--- src/rtl/pcm_decode_fsync_if.sv ---
// Bit-stream bundle between the bit synchroniser, the PCM decoder and the deformatter.
// Latency: none (wires only).
// Backpressure: none; the strobe-based stream cannot stall.
// Signals: bit_en_i/data_i carry raw bits into the decoder. dec_data_o/dec_valid_o
// carry decoded bits out. frame_start_o, sync_err_o, locked_o and state_o report
// frame-sync status. pol_inv_o exists only when PCM_AUTO_POLARITY_EN is defined.
interface pcm_decode_fsync_if;
  logic       bit_en_i;
  logic       data_i;
  logic       dec_data_o;
  logic       dec_valid_o;
  logic       frame_start_o;
  logic       sync_err_o;
  logic       locked_o;
  logic [1:0] state_o;
`ifdef PCM_AUTO_POLARITY_EN
  logic       pol_inv_o;

  modport master (
    output bit_en_i, data_i,
    input  dec_data_o, dec_valid_o, frame_start_o, sync_err_o, locked_o, state_o, pol_inv_o
  );
  modport slave (
    input  bit_en_i, data_i,
    output dec_data_o, dec_valid_o, frame_start_o, sync_err_o, locked_o, state_o, pol_inv_o
  );
`else
  modport master (
    output bit_en_i, data_i,
    input  dec_data_o, dec_valid_o, frame_start_o, sync_err_o, locked_o, state_o
  );
  modport slave (
    input  bit_en_i, data_i,
    output dec_data_o, dec_valid_o, frame_start_o, sync_err_o, locked_o, state_o
  );
`endif
endinterface

--- src/rtl/pcm_decode_fsync.sv ---
// PCM bit decoder (RNRZ-L descrambler, NRZ-L/M/S) with frame-sync correlator and FSM.
// Latency: decoded bit 1 clk after bit_en_i; frame_start/sync_err 1 clk after dec_valid_o.
// Backpressure: none; one bit per strobe, idle cycles hold all state.
// Ports: clk_i, rst_n_i (async active-low), clr_i (sync clear); bus (slave modport)
// carries the raw bit strobe in and decoded bits/status out; pattern_i, invert_i,
// sync_word_i, err_tol_i, frame_len_i, verify_n_i and flywheel_n_i configure the block
// and are sampled live. Optional macro PCM_AUTO_POLARITY_EN adds complemented-sync
// detection in SEARCH and the pol_inv_o flag on the bus.
module pcm_decode_fsync #(
  parameter int                  LFSR_LEN  = 15,
  parameter logic [LFSR_LEN-1:0] LFSR_TAPS = 15'h6000,
  parameter int                  SYNC_LEN  = 24,
  parameter int                  FLEN_W    = 16,
  parameter int                  CNT_W     = 4
) (
  input  logic                clk_i,
  input  logic                rst_n_i,
  input  logic                clr_i,
  pcm_decode_fsync_if.slave   bus,
  input  logic [2:0]          pattern_i,
  input  logic                invert_i,
  input  logic [SYNC_LEN-1:0] sync_word_i,
  input  logic [5:0]          err_tol_i,
  input  logic [FLEN_W-1:0]   frame_len_i,
  input  logic [CNT_W-1:0]    verify_n_i,
  input  logic [CNT_W-1:0]    flywheel_n_i
);

  typedef enum logic [1:0] {
    ST_SEARCH = 2'd0,
    ST_VERIFY = 2'd1,
    ST_LOCK   = 2'd2,
    ST_FLY    = 2'd3
  } state_t;

  localparam logic [FLEN_W-1:0] FLEN_ONE   = FLEN_W'(1);
  localparam logic [FLEN_W-1:0] SYNC_LEN_F = FLEN_W'(SYNC_LEN);
  localparam logic [CNT_W-1:0]  CNT_ONE    = CNT_W'(1);

  logic [LFSR_LEN-1:0] hist_q, hist_d;
  logic [SYNC_LEN-1:0] win_q, win_d;
  logic                dec_data_q, dec_data_d;
  logic                dec_valid_q, dec_valid_d;
  logic                frame_start_q, frame_start_d;
  logic                sync_err_q, sync_err_d;
  logic                pol_inv_q, pol_inv_d;
  state_t              state_q, state_d;
  logic [CNT_W-1:0]    hits_q, hits_d;
  logic [CNT_W-1:0]    misses_q, misses_d;
  logic [FLEN_W-1:0]   bit_cnt_q, bit_cnt_d;

  logic             tap_par, dec_raw, dec_bit;
  logic             match_n, match_c, len_ok, at_pos;
  logic [CNT_W-1:0] vn_eff, fn_eff, hits_inc, misses_inc;

  function automatic logic [7:0] popcnt(input logic [SYNC_LEN-1:0] v);
    logic [7:0] c;
    c = '0;
    for (int i = 0; i < SYNC_LEN; i++) c = c + 8'(v[i]);
    return c;
  endfunction

  // Bit decode from the history as it stood before this strobe's shift.
  always_comb begin
    tap_par = ^(hist_q & LFSR_TAPS);
    case (pattern_i)
      3'd0:    dec_raw = bus.data_i ^ tap_par;
      3'd2:    dec_raw = hist_q[0] ^ bus.data_i;
      3'd3:    dec_raw = ~(hist_q[0] ^ bus.data_i);
      default: dec_raw = bus.data_i;
    endcase
    dec_bit = dec_raw ^ invert_i ^ pol_inv_q;
  end

  // The window already carries polarity-corrected bits, so the true word is
  // always the reference once pol_inv has been latched.
  assign match_n = popcnt(win_q ^ sync_word_i) <= {2'b00, err_tol_i};
`ifdef PCM_AUTO_POLARITY_EN
  assign match_c = popcnt(win_q ^ ~sync_word_i) <= {2'b00, err_tol_i};
`else
  assign match_c = 1'b0;
`endif

  assign len_ok     = frame_len_i > SYNC_LEN_F;
  assign at_pos     = bit_cnt_q == (frame_len_i - FLEN_ONE);
  assign vn_eff     = (verify_n_i == '0) ? CNT_ONE : verify_n_i;
  assign fn_eff     = (flywheel_n_i == '0) ? CNT_ONE : flywheel_n_i;
  assign hits_inc   = hits_q + CNT_ONE;
  assign misses_inc = misses_q + CNT_ONE;

  always_comb begin
    hist_d        = hist_q;
    win_d         = win_q;
    dec_data_d    = dec_data_q;
    dec_valid_d   = 1'b0;
    frame_start_d = 1'b0;
    sync_err_d    = 1'b0;
    pol_inv_d     = pol_inv_q;
    state_d       = state_q;
    hits_d        = hits_q;
    misses_d      = misses_q;
    bit_cnt_d     = bit_cnt_q;

    if (clr_i) begin
      // Clear beats a coincident strobe: that bit is dropped.
      hist_d     = '0;
      win_d      = '0;
      dec_data_d = 1'b0;
      pol_inv_d  = 1'b0;
      state_d    = ST_SEARCH;
      hits_d     = '0;
      misses_d   = '0;
      bit_cnt_d  = '0;
    end else begin
      if (bus.bit_en_i) begin
        hist_d      = {hist_q[LFSR_LEN-2:0], bus.data_i};
        dec_data_d  = dec_bit;
        dec_valid_d = 1'b1;
        win_d       = {win_q[SYNC_LEN-2:0], dec_bit};
      end

      // Correlate the window that was loaded together with the current output bit.
      if (dec_valid_q) begin
        bit_cnt_d = bit_cnt_q + FLEN_ONE;
        case (state_q)
          ST_SEARCH: begin
            if (len_ok && (match_n || match_c)) begin
              state_d   = ST_VERIFY;
              hits_d    = CNT_ONE;
              bit_cnt_d = '0;
              pol_inv_d = !match_n;
            end
          end
          ST_VERIFY: begin
            if (at_pos) begin
              bit_cnt_d = '0;
              if (match_n) begin
                hits_d = hits_inc;
                if (hits_inc >= vn_eff) begin
                  state_d       = ST_LOCK;
                  frame_start_d = 1'b1;
                  misses_d      = '0;
                end
              end else begin
                state_d   = ST_SEARCH;
                hits_d    = '0;
                pol_inv_d = 1'b0;
              end
            end
          end
          ST_LOCK: begin
            if (at_pos) begin
              bit_cnt_d     = '0;
              frame_start_d = 1'b1;
              if (match_n) begin
                misses_d = '0;
              end else begin
                sync_err_d = 1'b1;
                misses_d   = CNT_ONE;
                state_d    = ST_FLY;
              end
            end
          end
          default: begin // ST_FLY
            if (at_pos) begin
              bit_cnt_d = '0;
              if (match_n) begin
                frame_start_d = 1'b1;
                misses_d      = '0;
                state_d       = ST_LOCK;
              end else begin
                sync_err_d = 1'b1;
                misses_d   = misses_inc;
                if (misses_inc >= fn_eff) begin
                  // Lock lost: no frame marker for this slot.
                  state_d   = ST_SEARCH;
                  hits_d    = '0;
                  misses_d  = '0;
                  pol_inv_d = 1'b0;
                end else begin
                  frame_start_d = 1'b1;
                end
              end
            end
          end
        endcase
      end
    end
  end

  always_ff @(posedge clk_i or negedge rst_n_i) begin
    if (!rst_n_i) begin
      hist_q        <= '0;
      win_q         <= '0;
      dec_data_q    <= 1'b0;
      dec_valid_q   <= 1'b0;
      frame_start_q <= 1'b0;
      sync_err_q    <= 1'b0;
      pol_inv_q     <= 1'b0;
      state_q       <= ST_SEARCH;
      hits_q        <= '0;
      misses_q      <= '0;
      bit_cnt_q     <= '0;
    end else begin
      hist_q        <= hist_d;
      win_q         <= win_d;
      dec_data_q    <= dec_data_d;
      dec_valid_q   <= dec_valid_d;
      frame_start_q <= frame_start_d;
      sync_err_q    <= sync_err_d;
      pol_inv_q     <= pol_inv_d;
      state_q       <= state_d;
      hits_q        <= hits_d;
      misses_q      <= misses_d;
      bit_cnt_q     <= bit_cnt_d;
    end
  end

  assign bus.dec_data_o    = dec_data_q;
  assign bus.dec_valid_o   = dec_valid_q;
  assign bus.frame_start_o = frame_start_q;
  assign bus.sync_err_o    = sync_err_q;
  assign bus.locked_o      = state_q[1];
  assign bus.state_o       = state_q;
`ifdef PCM_AUTO_POLARITY_EN
  assign bus.pol_inv_o     = pol_inv_q;
`endif

endmodule
--- src/flat_wrapper.sv ---
// flat-port wrapper written by rule: the top's interface ports become plain ports
module pcm_decode_fsync_flat 
#(
  parameter int                  LFSR_LEN  = 15,
  parameter logic [LFSR_LEN-1:0] LFSR_TAPS = 15'h6000,
  parameter int                  SYNC_LEN  = 24,
  parameter int                  FLEN_W    = 16,
  parameter int                  CNT_W     = 4
)
  (clk_i, rst_n_i, clr_i, pattern_i, invert_i, sync_word_i, err_tol_i, frame_len_i, verify_n_i, flywheel_n_i, bus_bit_en_i, bus_data_i, bus_dec_data_o, bus_dec_valid_o, bus_frame_start_o, bus_sync_err_o, bus_locked_o, bus_state_o);
  pcm_decode_fsync_if bus_i ();
  input  logic clk_i;
  input  logic rst_n_i;
  input  logic clr_i;
  input  logic [2:0] pattern_i;
  input  logic invert_i;
  input  logic [SYNC_LEN-1:0] sync_word_i;
  input  logic [5:0] err_tol_i;
  input  logic [FLEN_W-1:0] frame_len_i;
  input  logic [CNT_W-1:0] verify_n_i;
  input  logic [CNT_W-1:0] flywheel_n_i;
  input wire logic [$bits(bus_i.bit_en_i)-1:0] bus_bit_en_i;
  input wire logic [$bits(bus_i.data_i)-1:0] bus_data_i;
  output wire logic [$bits(bus_i.dec_data_o)-1:0] bus_dec_data_o;
  output wire logic [$bits(bus_i.dec_valid_o)-1:0] bus_dec_valid_o;
  output wire logic [$bits(bus_i.frame_start_o)-1:0] bus_frame_start_o;
  output wire logic [$bits(bus_i.sync_err_o)-1:0] bus_sync_err_o;
  output wire logic [$bits(bus_i.locked_o)-1:0] bus_locked_o;
  output wire logic [$bits(bus_i.state_o)-1:0] bus_state_o;
  assign bus_i.bit_en_i = bus_bit_en_i;
  assign bus_i.data_i = bus_data_i;
  assign bus_dec_data_o = bus_i.dec_data_o;
  assign bus_dec_valid_o = bus_i.dec_valid_o;
  assign bus_frame_start_o = bus_i.frame_start_o;
  assign bus_sync_err_o = bus_i.sync_err_o;
  assign bus_locked_o = bus_i.locked_o;
  assign bus_state_o = bus_i.state_o;
  pcm_decode_fsync #(.LFSR_LEN(LFSR_LEN), .LFSR_TAPS(LFSR_TAPS), .SYNC_LEN(SYNC_LEN), .FLEN_W(FLEN_W), .CNT_W(CNT_W)) u_core (.clk_i(clk_i), .rst_n_i(rst_n_i), .clr_i(clr_i), .bus(bus_i), .pattern_i(pattern_i), .invert_i(invert_i), .sync_word_i(sync_word_i), .err_tol_i(err_tol_i), .frame_len_i(frame_len_i), .verify_n_i(verify_n_i), .flywheel_n_i(flywheel_n_i));
endmodule
--- config.mk ---
export PLATFORM = sky130hd
export DESIGN_NAME = pcm_decode_fsync_flat
export DESIGN_NICKNAME = d
export VERILOG_FILES = /design/src/rtl/pcm_decode_fsync_if.sv /design/src/rtl/pcm_decode_fsync.sv /design/src/flat_wrapper.sv
export SDC_FILE = /design/constraint.sdc
export NUM_CORES = 1
export LEC_CHECK = 0
export ABC_CLOCK_PERIOD_IN_PS = 20700
export CAP_MARGIN = 20
export CELL_PAD_IN_SITES_DETAIL_PLACEMENT = 0
export CELL_PAD_IN_SITES_GLOBAL_PLACEMENT = 1
export CORE_MARGIN = 2
export CORE_UTILIZATION = 46
export CTS_CLUSTER_SIZE = 30
export DETAILED_ROUTE_END_ITERATION = 8
export GPL_TIMING_DRIVEN = 0
export HOLD_SLACK_MARGIN = 0.06
export PLACE_DENSITY_LB_ADDON = 0.1
export SETUP_SLACK_MARGIN = 0.4
export SLEW_MARGIN = 10
export SYNTH_ARGS = -nofsm -noshare
export SYNTH_HDL_FRONTEND = slang
export SYNTH_SLANG_ARGS = --single-unit
--- constraint.sdc ---
create_clock -name clk_i -period 20.7 [get_ports clk_i]
set_input_delay 4.14 -clock clk_i [delete_from_list [all_inputs] [get_ports clk_i]]
set_output_delay 4.14 -clock clk_i [all_outputs]
set_load 0.005 [all_outputs]
* Word-level counts from Yosys, hierarchy flattened
Cells that the tools add are included.
** Storage, ports and cells
- Register bits :: 70
- Input port bits :: 63
- Output and inout bits :: 7
- Logic and storage cells :: 155
** Cells by class
- Add/sub/neg operators :: 27
- $lt $le $gt $ge :: 4
- Eq/ne operators :: 17
- Muxes and demuxes :: 72
- Bitwise gates (word level) :: 6
- Reductions and logical operators :: 18
** Operators with widths (count)
- $add A8 B1 Y8 :: 22
- $mux W16 :: 5
- $mux W4 :: 19
- $mux W24 :: 2
- $mux W15 :: 2
- $mux W1 :: 27
- $pmux W4 S3 :: 2
- $xor A24 B24 Y24 :: 1
- $mux W2 :: 11
- $add A16 B1 Y16 const B :: 1
- $eq A16 B16 Y1 :: 1
- $gt A16 B5 Y1 const B :: 1
- $reduce_and A8 Y1 :: 2
- $sub A16 B1 Y16 const B :: 1
- $ne A3 B2 Y1 const B :: 5
- $reduce_xor A15 Y1 :: 1
- $ne A3 B3 Y1 const B :: 3
- $pmux W1 S3 :: 3
- $add A4 B1 Y4 const B :: 2
- $ge A4 B4 Y1 :: 2
- $le A8 B6 Y1 :: 1
- $logic_not A4 Y1 :: 2
- $ne A4 B4 Y1 const B :: 2
- $reduce_and A7 Y1 :: 1
- 18 further kinds :: 25

* Longest topological paths before layout
- Depth after elaboration :: 30
- Depth in mapped cells :: 28
- Mapped depth without buffers :: 25

* Worst setup path after synthesis
OpenSTA, ideal clock, no wires.
- Path kind :: input port to flip-flop
- From :: input sync_word_i[0]
- To :: register u_core.state_q[0] (netlist: u_core.bus.state_o[0])
- Library setup time :: 0.123 ns
- Arrival :: 10.284 ns
- Required time :: 20.577 ns
- Path slack :: 10.294 ns
- Stages on the path :: 23
- Buffers on the path :: 1
- Path through :: xor2_1 ha_1 inv_1 fa_1 fa_1 fa_1 fa_1 fa_1 inv_1 fa_1 fa_1 a21o_1 a21o_1 ha_1 and3_1 a31oi_1 o21a_1 clkbuf_1 nand3_1 o22a_1 a21o_1 o311a_1 o221a_2
** Between the ends
- Longest elaborated chain between the ends :: 30
- Elaborated cells between the ends (all ways) :: 38
- Those cells by class :: 23 x add/sub; 1 x order compare; 3 x eq/ne; 7 x mux; 1 x bitwise; 3 x reduce/logical
** Ends and longest elaborated chain
- start, declared :: line flat_wrapper.sv:17 : input logic [SYNC_LEN-1:0] sync_word_i;
- $xor A24 B24 Y24 (*) :: line pcm_decode_fsync.sv:77 : assign match_n = popcnt(win_q ^ sync_word_i) <= {2'b00, err_tol_i};
- $add A1 B1 Y2 (*) :: line pcm_decode_fsync.sv:59 : for (int i = 0; i < SYNC_LEN; i++) c = c + 8'(v[i]);
- $add A8 B1 Y8 (*) (22 in a row) :: line pcm_decode_fsync.sv:59
- $le A8 B6 Y1 (*) :: line pcm_decode_fsync.sv:77
- $mux W2 (on tied branches) :: line pcm_decode_fsync.sv:167, pcm_decode_fsync.sv:137
- $mux W2 (on tied branches) :: line pcm_decode_fsync.sv:165, pcm_decode_fsync.sv:135
- $pmux W2 S3 :: line pcm_decode_fsync.sv:125 : case (state_q)
- $mux W2 :: line pcm_decode_fsync.sv:123 : if (dec_valid_q) begin
- $mux W2 :: line pcm_decode_fsync.sv:104 : if (clr_i) begin
- end signal, assigned :: line pcm_decode_fsync.sv:212 : state_q <= state_d;
- end, declared :: line pcm_decode_fsync.sv:47 : state_t state_q, state_d;
Every way passes the cells marked *; elsewhere a longest branch is shown, timed or not. The select of a mux whose other input is x is not followed.
A chain may end at the register's enable or synchronous reset.

* Worst setup path in the final report
- From :: input sync_word_i[1]
- To :: register u_core.hits_q[2]
** Between the ends
- Longest elaborated chain between the ends :: 30
- Elaborated cells between the ends (all ways) :: 34
- Those cells by class :: 23 x add/sub; 1 x order compare; 2 x eq/ne; 5 x mux; 1 x bitwise; 2 x reduce/logical
** Ends and longest elaborated chain
- $xor A24 B24 Y24 (*) :: line pcm_decode_fsync.sv:77
- $add A1 B1 Y2 (*) :: line pcm_decode_fsync.sv:59
- $add A8 B1 Y8 (*) (22 in a row) :: line pcm_decode_fsync.sv:59
- $le A8 B6 Y1 (*) :: line pcm_decode_fsync.sv:77
- $mux W4 :: line pcm_decode_fsync.sv:137 : if (match_n) begin
- $mux W4 :: line pcm_decode_fsync.sv:135 : if (at_pos) begin
- $pmux W4 S3 :: line pcm_decode_fsync.sv:125
- $mux W4 :: line pcm_decode_fsync.sv:123
- $mux W4 :: line pcm_decode_fsync.sv:104
- end signal, assigned :: line pcm_decode_fsync.sv:213 : hits_q <= hits_d;
- end, declared :: line pcm_decode_fsync.sv:48 : logic [CNT_W-1:0] hits_q, hits_d;
Marked as above.

==> impl_results.md <==
* Overflow after GRT at 0
* Rows at 38
* First-pass GRT wire length at 19.3 mm
* Synthesized instance count at 544
* Setup TNS Final at 0 ns
* Post-synth top area share at 33.6%
* Worst slew pin tran at 0.797 ns
* Warnings from Yosys at 0
* Max cap viols at 0
* Crit-path cells: clkdlybuf4s50_1 > xor2_1 > ha_1 > inv_1 > fa_1 > fa_1 > fa_1 > fa_1 > fa_1 > inv_1 > fa_1 > fa_1 > a21o_1 > a21o_1 > ha_1 > and3_1 > a31oi_1 > o21ai_0 > o21ai_0 > nor3_1 > o31ai_1 > o21ai_0 > o41ai_1
* Synthesis-to-finish area growth at 20.5%
* P_leak at 0.00287 uW
* DRC violations left at 0
* Period utilization at 53.5%
* Initial antenna violation count at 0
* Post-Place Cells at 750
* Layout cells sized above 1 at 6.07%
* Post-Place Cell Area at approximately 6000 um2
* Die ar. at 12000 um2
* # nets final at 729
* Clock slew at reported path FFs at 0.08 ns
* CTS buffer count at 9
* Drt pass-1 iters at 4
* Status: complete, no violations
* Core area at around 11000 um2
* Die X-Extent at 110 um
* Mapped Avg Cell Area at between 9 and 10 um2
* RePlAce Congestion at 0.860
* Post-synth EDFFs at 0
* Area leader, netlist: dfrtp_1
* Slowest cell on crit path: o31ai_1
* Most frequent CP cell: fa_1
* VDD IR-drop max at 0.000103 V
* Vias at 4109
* Largest net degree at the start of global routing at 60
* CTS tree: yes
* Startpoint types: input pin
* Setup CP Type: in -> reg
* Mapped Area at 5140 um2
* Post-CTS sizing at 0
* Relative slew margins at a little under half
* Number of global-route vias before repair at 4174
* CTS Hold Bufs at 0
* Clk sinks at 69
* Final Non-Filler Cells at 766
* Tmin final at ~11 ns
* Hold Path Class: reg -> reg
* Max frequency at 90.3 MHz
* CP peak stage delay at 0.66 ns
* PwrDens at around 89 nW/um2
* HPWL Detailed at slightly above 9 mm
* Top cells by area, synth: dfrtp_1, mux2i_1, ha_1
* Top-Level Pins at 70
* Routed WL per cell at 15.3 um
* Nature of the critical path endpoint: register
* Critical Path RT at 20.96 ns
* Max clock buf depth at 2
* Postcts setup bufs at 0
* Worst-path maximum fanout at 8
* Vias/cell at 5.36
* Final Skew at 0.0164 ns
* Die Ht at 110 um
* Main flop type after synthesis: dfrtp_1
* Clock Latency Late Sink at 0.36 ns
* Starting density of the core at 47.2%
* H-tree depth at 3
* Clk root buf: clkbuf_8
* Async SR Flop Fraction at 100%
* Power consumption at 551 uW
* GRT Total Usage at 20.7%
* Placement Setup Slack at 9.25 ns
* Ant. Diodes at 0
* Synthesized flop and latch total at 69
* Most frequent cell after synthesis: dfrtp_1
* Cell area after layout at 6200 um2
* Port bufs at 65
* Sequential area share after synthesis at approximately 34%
* Fillcell total at 984
* Mapped Nets at 652
* RSZ-0062 raised after global routing: false
* Initial DRC Count at 156
* Post-route ant nets at 0
* Final WL at 11.7 mm
* Yosys cell types at 62
* Final hold vios at 0
* Final Max Tran Viols at 0
* Arrival time at the worst endpoint at between 10 and 15 ns
* Final setup fails at 0
* Setup WS post-layout at 9.63 ns
* Commonest cells post-synth: dfrtp_1, nor2_1, inv_1
## final timing paths
kind | slack [ns] | from | cells past startpoint | endpoint
max | 9.63 | sync_word_i[1] | 23 | u_core.hits_q[2]
min | 0.51 | u_core.hits_q[3] | 2 | u_core.hits_q[3]
max reg2reg | 13.40 | u_core.win_q[0] | 22 | u_core.hits_q[2]
min reg2reg | 0.51 | u_core.hits_q[3] | 2 | u_core.hits_q[3]
max in group asynchronous | 16.55 | rst_n_i | 2 | u_core.hist_q[2]
min in group asynchronous | 3.62 | rst_n_i | 1 | u_core.bus.state_o[1]
## area by class of cell
type,instances,area [um2],share of cell area [%]
Clock inverter,7,81.3,1.31
Sequential cell,69,1730,27.9
Multi-Input combinational cell,409,3130,50.5
Clock buffer,9,124,2.00
Buffer,24,130,2.10
Timing Repair Buffer,66,676,10.9
Inverter,42,158,2.54
Tap cell,140,175,2.83
## routing by layer
layer | share of wire, % | track usage (%) | vias up
li1 | - | - | 2049
met1 | 46 | 25.8 | 1977
met2 | 49 | 36.3 | 72
met3 | 4.0 | 4.09 | 11
met4 | 1.2 | 5.88 | 0
met5 | 0 | 0 | -
## per-stage QoR
step | hold WS (ns) | util [%]
5_1_grt | 0.545 | 56.9
6_report | 0.513 | 56.9
3_3_place_gp | 0.492 | 54.8
2_1_floorplan | 0.470 | -
3_5_place_dp | 0.500 | 55.1
4_1_cts | 0.518 | 56.9
## registers in the layout, summed over array words and instances, names as in the netlist
register and cells:
u_core.win_q 24, u_core.bus.dec_valid_o 1, u_core.bus.state_o 2, u_core.bit_cnt_q 16, u_core.hits_q 4, u_core.bus.frame_start_o 1, u_core.pol_inv_q 1, u_core.hist_q 15
u_core.bus.sync_err_o 1, u_core.misses_q 4
## placed cells by master (no fill, tap or decap), types with 3 or more instances in the layout
master / count
mux2i_1: 40
inv_1: 42
a21o_1: 7
buf_1: 4
o21ai_0: 19
buf_4: 3
a31o_2: 3
nand2_1: 19
a31oi_1: 12
and3_1: 12
xnor2_1: 33
nand3_1: 16
o21a_1: 4
fa_1: 17
buf_6: 4
dfrtp_1: 69
or2b_1: 4
nor2_1: 61
nand3b_1: 3
a22o_1: 3
nor3_1: 17
clkbuf_8: 9
xor2_1: 19
clkinv_4: 3
clkdlybuf4s50_1: 64
nor4_1: 6
clkbuf_1: 12
nor2b_1: 3
or3_1: 3
a21oi_1: 28
ha_1: 28
nand2b_1: 12
## logic make-up after synthesis
logic type,Yosys count,synth area share [%]
buffers and inverters,66,5.59
AO/OA/AOI/OAI,99,12.6
XOR/XNOR,53,9.29
AND/OR/NAND/NOR,170,17.3
multiplexers,42,8.22
adder cells (fa/ha/maj),45,13.4
flip-flops,69,33.6
## power by group
part	total, uW	internal [uW]	switching [uW]
clock	115	57.1	58.2
combinational	290	130	160
sequential	146	140	6.39
## worst max-delay path, delay by kind of cell
| kind | cells | cell delay (ns) |
|---|---|---|
| compound gates | 8 | 2.13 |
| xor+xnor | 1 | 0.17 |
| fa+ha+maj | 9 | 4.07 |
| buf+inv | 3 | 0.54 |
| simple gates | 2 | 0.25 |
Power figures use the tool's default switching activity.
